`src/rtl/alu_seq_unit.sv`:
```
// alu_seq_unit: multi-cycle ALU execution unit.
// Logic ops (AND/OR/XOR) finish in one cycle; ADD/SUB/SLT go through a
// CHUNK-bit slice adder, LSB slice first, one slice per clock.
// Optional feature macro: ALU_ZERO_FLAG_EN adds the registered Zero output.
module alu_seq_unit #(
    parameter int WIDTH = 32,
    parameter int CHUNK = 8
) (
    input  logic             clk,
    input  logic             reset,
    input  logic             InValid,
    output logic             InReady,
    input  logic [3:0]       Operation,
    input  logic [WIDTH-1:0] SrcA,
    input  logic [WIDTH-1:0] SrcB,
    output logic             OutValid,
    input  logic             OutReady,
    output logic [WIDTH-1:0] Result
`ifdef ALU_ZERO_FLAG_EN
    ,
    output logic             Zero
`endif
);

    localparam int N    = WIDTH / CHUNK;
    localparam int IDXW = (N > 1) ? $clog2(N) : 1;

    localparam logic [3:0] OP_AND = 4'b0000;
    localparam logic [3:0] OP_OR  = 4'b0001;
    localparam logic [3:0] OP_XOR = 4'b1100;
    localparam logic [3:0] OP_ADD = 4'b0010;
    localparam logic [3:0] OP_SUB = 4'b0110;
    localparam logic [3:0] OP_SLT = 4'b0111;

    typedef enum logic [1:0] {
        IDLE  = 2'b00,
        ARITH = 2'b01,
        DONE  = 2'b10
    } state_t;

    state_t            state_r;
    state_t            state_s;
    logic [3:0]        op_r;
    logic [WIDTH-1:0]  a_r;
    logic [WIDTH-1:0]  b_r;          // already inverted for SUB/SLT
    logic [IDXW-1:0]   idx_r;
    logic              carry_r;
    logic [WIDTH-1:0]  result_r;
    logic              out_valid_r;

    logic              accept_s;
    logic              is_arith_s;
    logic              is_sub_s;
    logic [WIDTH-1:0]  logic_res_s;
    logic [CHUNK-1:0]  a_slice_s;
    logic [CHUNK-1:0]  b_slice_s;
    logic [CHUNK:0]    sum_s;
    logic              last_s;
    logic              ovf_s;
    logic              lt_s;
    logic [WIDTH-1:0]  slice_res_s;
    logic [WIDTH-1:0]  arith_res_s;

    // Single-cycle result for logic ops; unsupported codes yield zero.
    function automatic logic [WIDTH-1:0] logic_result(input logic [3:0] op,
                                                      input logic [WIDTH-1:0] a,
                                                      input logic [WIDTH-1:0] b);
        logic [WIDTH-1:0] r;
        case (op)
            OP_AND:  r = a & b;
            OP_OR:   r = a | b;
            OP_XOR:  r = a ^ b;
            default: r = {WIDTH{1'b0}};
        endcase
        return r;
    endfunction

    assign InReady  = (state_r == IDLE);
    assign OutValid = out_valid_r;
    assign Result   = result_r;

    // Request decode: accept condition and operation class.
    always_comb begin
        accept_s    = InValid && (state_r == IDLE);
        is_sub_s    = (Operation == OP_SUB) || (Operation == OP_SLT);
        is_arith_s  = (Operation == OP_ADD) || is_sub_s;
        logic_res_s = logic_result(Operation, SrcA, SrcB);
    end

    // Slice adder plus SLT sign/overflow resolution on the last slice.
    always_comb begin
        a_slice_s   = a_r[int'(idx_r) * CHUNK +: CHUNK];
        b_slice_s   = b_r[int'(idx_r) * CHUNK +: CHUNK];
        sum_s       = {1'b0, a_slice_s} + {1'b0, b_slice_s} + {{CHUNK{1'b0}}, carry_r};
        last_s      = (idx_r == IDXW'(N - 1));
        slice_res_s = result_r;
        slice_res_s[int'(idx_r) * CHUNK +: CHUNK] = sum_s[CHUNK-1:0];
        // b_r holds ~B here, so the original B sign is ~b_r[MSB]
        ovf_s       = (a_r[WIDTH-1] != ~b_r[WIDTH-1]) && (sum_s[CHUNK-1] != a_r[WIDTH-1]);
        lt_s        = sum_s[CHUNK-1] ^ ovf_s;
        if (last_s && (op_r == OP_SLT)) begin
            arith_res_s = {{(WIDTH-1){1'b0}}, lt_s};
        end else begin
            arith_res_s = slice_res_s;
        end
    end

    // FSM state register.
    always_ff @(posedge clk) begin
        if (reset) begin
            state_r <= IDLE;
        end else begin
            state_r <= state_s;
        end
    end

    // FSM next-state logic.
    always_comb begin
        state_s = state_r;
        case (state_r)
            IDLE: begin
                if (InValid) begin
                    state_s = is_arith_s ? ARITH : DONE;
                end else begin
                    state_s = IDLE;
                end
            end
            ARITH: begin
                if (last_s) begin
                    state_s = DONE;
                end else begin
                    state_s = ARITH;
                end
            end
            DONE: begin
                if (OutReady) begin
                    state_s = IDLE;
                end else begin
                    state_s = DONE;
                end
            end
            default: state_s = IDLE;
        endcase
    end

    // Datapath registers: operand capture, slice accumulation, result/valid.
    always_ff @(posedge clk) begin
        if (reset) begin
            op_r        <= 4'b0000;
            a_r         <= {WIDTH{1'b0}};
            b_r         <= {WIDTH{1'b0}};
            idx_r       <= {IDXW{1'b0}};
            carry_r     <= 1'b0;
            result_r    <= {WIDTH{1'b0}};
            out_valid_r <= 1'b0;
        end else begin
            case (state_r)
                IDLE: begin
                    if (accept_s) begin
                        op_r    <= Operation;
                        a_r     <= SrcA;
                        b_r     <= is_sub_s ? ~SrcB : SrcB;
                        idx_r   <= {IDXW{1'b0}};
                        carry_r <= is_sub_s;
                        if (is_arith_s) begin
                            result_r    <= {WIDTH{1'b0}};
                            out_valid_r <= 1'b0;
                        end else begin
                            result_r    <= logic_res_s;
                            out_valid_r <= 1'b1;
                        end
                    end
                end
                ARITH: begin
                    result_r <= arith_res_s;
                    carry_r  <= sum_s[CHUNK];
                    if (last_s) begin
                        idx_r       <= {IDXW{1'b0}};
                        out_valid_r <= 1'b1;
                    end else begin
                        idx_r <= idx_r + IDXW'(1);
                    end
                end
                DONE: begin
                    if (OutReady) begin
                        out_valid_r <= 1'b0;
                    end
                end
                default: begin
                    out_valid_r <= 1'b0;
                end
            endcase
        end
    end

`ifdef ALU_ZERO_FLAG_EN
    logic zero_r;
    assign Zero = zero_r;

    // Zero flag, written on the same edge as the final Result value.
    always_ff @(posedge clk) begin
        if (reset) begin
            zero_r <= 1'b0;
        end else if (accept_s && !is_arith_s) begin
            zero_r <= (logic_res_s == {WIDTH{1'b0}});
        end else if ((state_r == ARITH) && last_s) begin
            zero_r <= (arith_res_s == {WIDTH{1'b0}});
        end
    end
`endif

endmodule
```
`config.mk`:
```
export PLATFORM = sky130hd
export DESIGN_NAME = alu_seq_unit
export DESIGN_NICKNAME = d
export VERILOG_FILES = /design/src/rtl/alu_seq_unit.sv
export SDC_FILE = /design/constraint.sdc
export NUM_CORES = 1
export LEC_CHECK = 0
export ABC_AREA = 1
export CORE_MARGIN = 5
export CORE_UTILIZATION = 46
export CTS_BUF_LIST = sky130_fd_sc_hd__clkbuf_4
export CTS_CLUSTER_SIZE = 16
export DETAILED_ROUTE_END_ITERATION = 12
export GPL_TIMING_DRIVEN = 0
export PLACE_DENSITY = 0.8
export SLEW_MARGIN = 20
export SYNTH_ARGS = -nofsm -noshare
export SYNTH_HDL_FRONTEND = slang
export SYNTH_SLANG_ARGS = --single-unit
```
`constraint.sdc`:
```
create_clock -name clk -period 3.7 [get_ports clk]
set_input_delay 0.37 -clock clk [delete_from_list [all_inputs] [get_ports clk]]
set_output_delay 0.37 -clock clk [all_outputs]
set_load 0.05 [all_outputs]
```
==> results.sh <==
export IMPL_synth_compound_area_frac=0.262
export IMPL_die_w_um=133
export IMPL_cts_resized=0
export IMPL_htreeDepth=3
export IMPL_initial_core_util=0.473
export IMPL_crit_type="flip-flop to flip-flop"
export IMPL_layout_drive_gt1_share=0.0644
export IMPL_power_density_cell_area_nw_per_um2=344
export IMPL_ant_nets=0
export IMPL_nets=1247
export IMPL_switching_power_mw=1.06
export IMPL_tritoncts="built"
export IMPL_synth_fp_nets=1132
export IMPL_root_buffer="clkbuf_4"
export IMPL_swShare=0.370
export IMPL_drc=0
export IMPL_synth_largest_area_cell="dfxtp_1"
export IMPL_boundaryPins=106
export IMPL_critPathTopFamily="buffers and inverters"
export IMPL_tightest_slew_ns=0.614
export IMPL_place_gp_congestion=1.05
export IMPL_internal_power_mw=1.80
export IMPL_finClkSkew_ns=0.0156
export IMPL_cp_num_buf_inv=6
export IMPL_critPathArrivalTime_ns=3.95
export IMPL_n_fill_cell=1437
export IMPL_path_clk_slew_ns=0.15
export IMPL_grt_max_degree=16
export IMPL_dieHeight_um=133
export IMPL_cts_hold_buf=0
export IMPL_grt_pass1_vias=7062
export IMPL_max_stage_delay_ns=0.40
export IMPL_p_leak_nw=3.71
export IMPL_synthMuxAreaShare=0.00145
export IMPL_syn_area_per_cell_um2=7.04
export IMPL_setup_viol=0
export IMPL_dieArea_um2=17600
export IMPL_synth_xor_area_share=0.00380
export IMPL_yosysWarningCount=0
export IMPL_seq_power_share=0.463
export IMPL_cts_setup_buffers=0
export IMPL_clkLatencyLatePin_ns=0.49
export IMPL_grt_pass1_wl_um=36100
export IMPL_num_vias=7405
export IMPL_synth_top_family_by_area="compound AO/OA/AOI/OAI gates"
export IMPL_synth_area_top_cells="dfxtp_1, ha_1, a21oi_1, nand2_1, o21ai_0"
export IMPL_place_detailed_hpwl_um=18300
export IMPL_whs_ns=0.171
export IMPL_ys_seq_area_frac=0.307
export IMPL_final_cell_mix="nand2_1, a21oi_1, o21ai_0"
export IMPL_crit_slowest_cell="clkbuf_1"
export IMPL_slew_headroom=0.590
export IMPL_maxCapViolCount=0
export IMPL_hold_viol=0
export IMPL_rows=44
export IMPL_cp_max_fo=10
export IMPL_dr_pass1_iters=5
export IMPL_drv_slew=0
export IMPL_synth_simple_area_share=0.185
export IMPL_startpoint_type="flip-flop"
export IMPL_power_frac_clock=0.209
export IMPL_period_share=0.950
export IMPL_clock_sinks=106
export IMPL_grtUsageTotal=0.259
export IMPL_synth_area_um2=6920
export IMPL_grt_setup_unrepaired="no"
export IMPL_share_comb_of_total_power=0.328
export IMPL_path_cells="buf_2 -> inv_1 -> buf_2 -> clkbuf_1 -> nor2_1 -> o22ai_1 -> fa_1 -> inv_1 -> fa_1 -> inv_1 -> nand3_1 -> nand2_1 -> xor2_1 -> nand2_1 -> nor2_1 -> nand2_1 -> a21oi_1"
export IMPL_ff2ff_setup_slack_ns=0.18
export IMPL_antenna_found_initial=1
export IMPL_netlist_area_leader_share=0.307
export IMPL_port_buffers=104
export IMPL_cts_buffer_depth=2
export IMPL_syn_inst=983
export IMPL_postRouteWirelength_um=23400
export IMPL_end_kind="flip-flop"
export IMPL_grt_overflow=0
export IMPL_fin_setup_tns_ns=0
export IMPL_ys_types=40
export IMPL_ir_worst_vdd_uv=145
export IMPL_syn2layout_area_growth_pct=20.2
export IMPL_cts_buffers=9
export IMPL_yosys_area_share_adder=0.141
export IMPL_fmax_mhz=284
export IMPL_hold_path_class="primary input to flip-flop"
export IMPL_layout_commonest_cell="nand2_1"
export IMPL_avgViaCountPerCell=5.75
export IMPL_yosys_register_bits=106
export IMPL_core_area_um2=14600
export IMPL_outcome="finished clean"
export IMPL_layout_min_cycle_time_ns=3.52
export IMPL_first_iter_violations=953
export IMPL_crit_required_ns=4.13
export IMPL_wl_per_cell_um=18.2
==> cell families (layout without fill, tap and decap cells) <==
family | Yosys count | in the layout
flops | 106 | 106
buf+inv | 166 | 285
compound gates | 337 | 337
fa+ha+maj | 77 | 77
mux | 1 | 1
simple gates | 293 | 293
other cells | 0 | 1
xor+xnor | 3 | 3
==> per-stage QoR <==
step	total power [mW]	cells	instance area, um^2	util	setup slack (ns)
6_report	2.86	1287	8320	0.568	0.185
5_1_grt	2.99	1287	8320	0.568	0.0196
4_1_cts	2.85	1286	8320	0.568	0.251
3_5_place_dp	2.26	1271	8190	0.559	0.296
3_3_place_gp	2.25	1271	8190	0.559	0.378
2_1_floorplan	1.91	983	6920	-	1.01
==> flip-flops by register name, summed over array words and instances (netlist names) <==
register and count:
Result 32, a_r 32, b_r 32, op_r 4
idx_r 2, state_r 2, OutValid 1, carry_r 1
==> layout make-up <==
class	instances	area [um^2]	area share
inverter	109	419	0.0504
tap	184	230	0.0277
clock buffer	11	82.6	0.00992
antenna	1	2.50	0.000301
clock inverter	4	43.8	0.00526
multi-input combinational	711	4110	0.494
timing repair buffer	104	1040	0.125
buffer	57	273	0.0328
sequential	106	2120	0.255
==> cell usage after synthesis <==
master	n
a21oi_1	158
a31oi_1	3
a32oi_1	2
buf_1	5
buf_2	16
buf_4	6
buf_6	2
clkbuf_1	27
clkbuf_2	1
clkinv_1	1
clkinv_4	2
dfxtp_1	106
fa_1	2
ha_1	75
inv_1	98
inv_2	8
mux2i_1	1
nand2_1	178
nand2_2	4
nand2_4	2
nand2_8	1
nand3_1	27
nand3_2	1
nand3b_1	1
nand4_1	8
nor2_1	55
nor2_2	6
nor2_4	1
nor3_1	1
nor3_4	2
nor3b_4	1
o211ai_1	29
o21ai_0	117
o21ai_1	12
o21ai_4	2
o22ai_1	14
or2_0	3
or2_2	2
xnor2_1	2
xor2_1	1
==> path summary, 6_finish.rpt <==
check / start / depth (start not counted) / to
min: reset / 2 / idx_r[1]
min reg2reg: op_r[3] / 2 / op_r[3]
max: idx_r[0] / 17 / Result[28]
max reg2reg: idx_r[0] / 17 / Result[28]
==> layer usage <==
metal / GRT usage / part of all wire / vias to the layer above
li1: - / - / 3524
met1: 0.344 / 0.43 / 3404
met2: 0.413 / 0.45 / 412
met3: 0.0433 / 0.092 / 65
met4: 0.117 / 0.036 / 0
met5: 0 / 0 / -
==> worst register-to-register path: cells and delay by family (launching register included) <==
| family | cells | cell delay (ns) |
|---|---|---|
| adder cells (fa/ha/maj) | 2 | 0.65 |
| AO/OA/AOI/OAI | 2 | 0.37 |
| flip-flops | 1 | 0.36 |
| XOR/XNOR | 1 | 0.37 |
| buffers and inverters | 6 | 1.05 |
| AND/OR/NAND/NOR | 6 | 0.66 |
==> power groups by stage <==
stage	Clock, mW	Sequential [mW]	Combinational, mW
6_report	0.599	1.33	0.938
5_1_grt	0.640	1.33	1.02
4_1_cts	0.603	1.32	0.921
3_5_place_dp	0	1.35	0.917
3_3_place_gp	0	1.34	0.903
2_1_floorplan	0	1.45	0.458
Note: power is estimated with default switching activity, not from simulation.
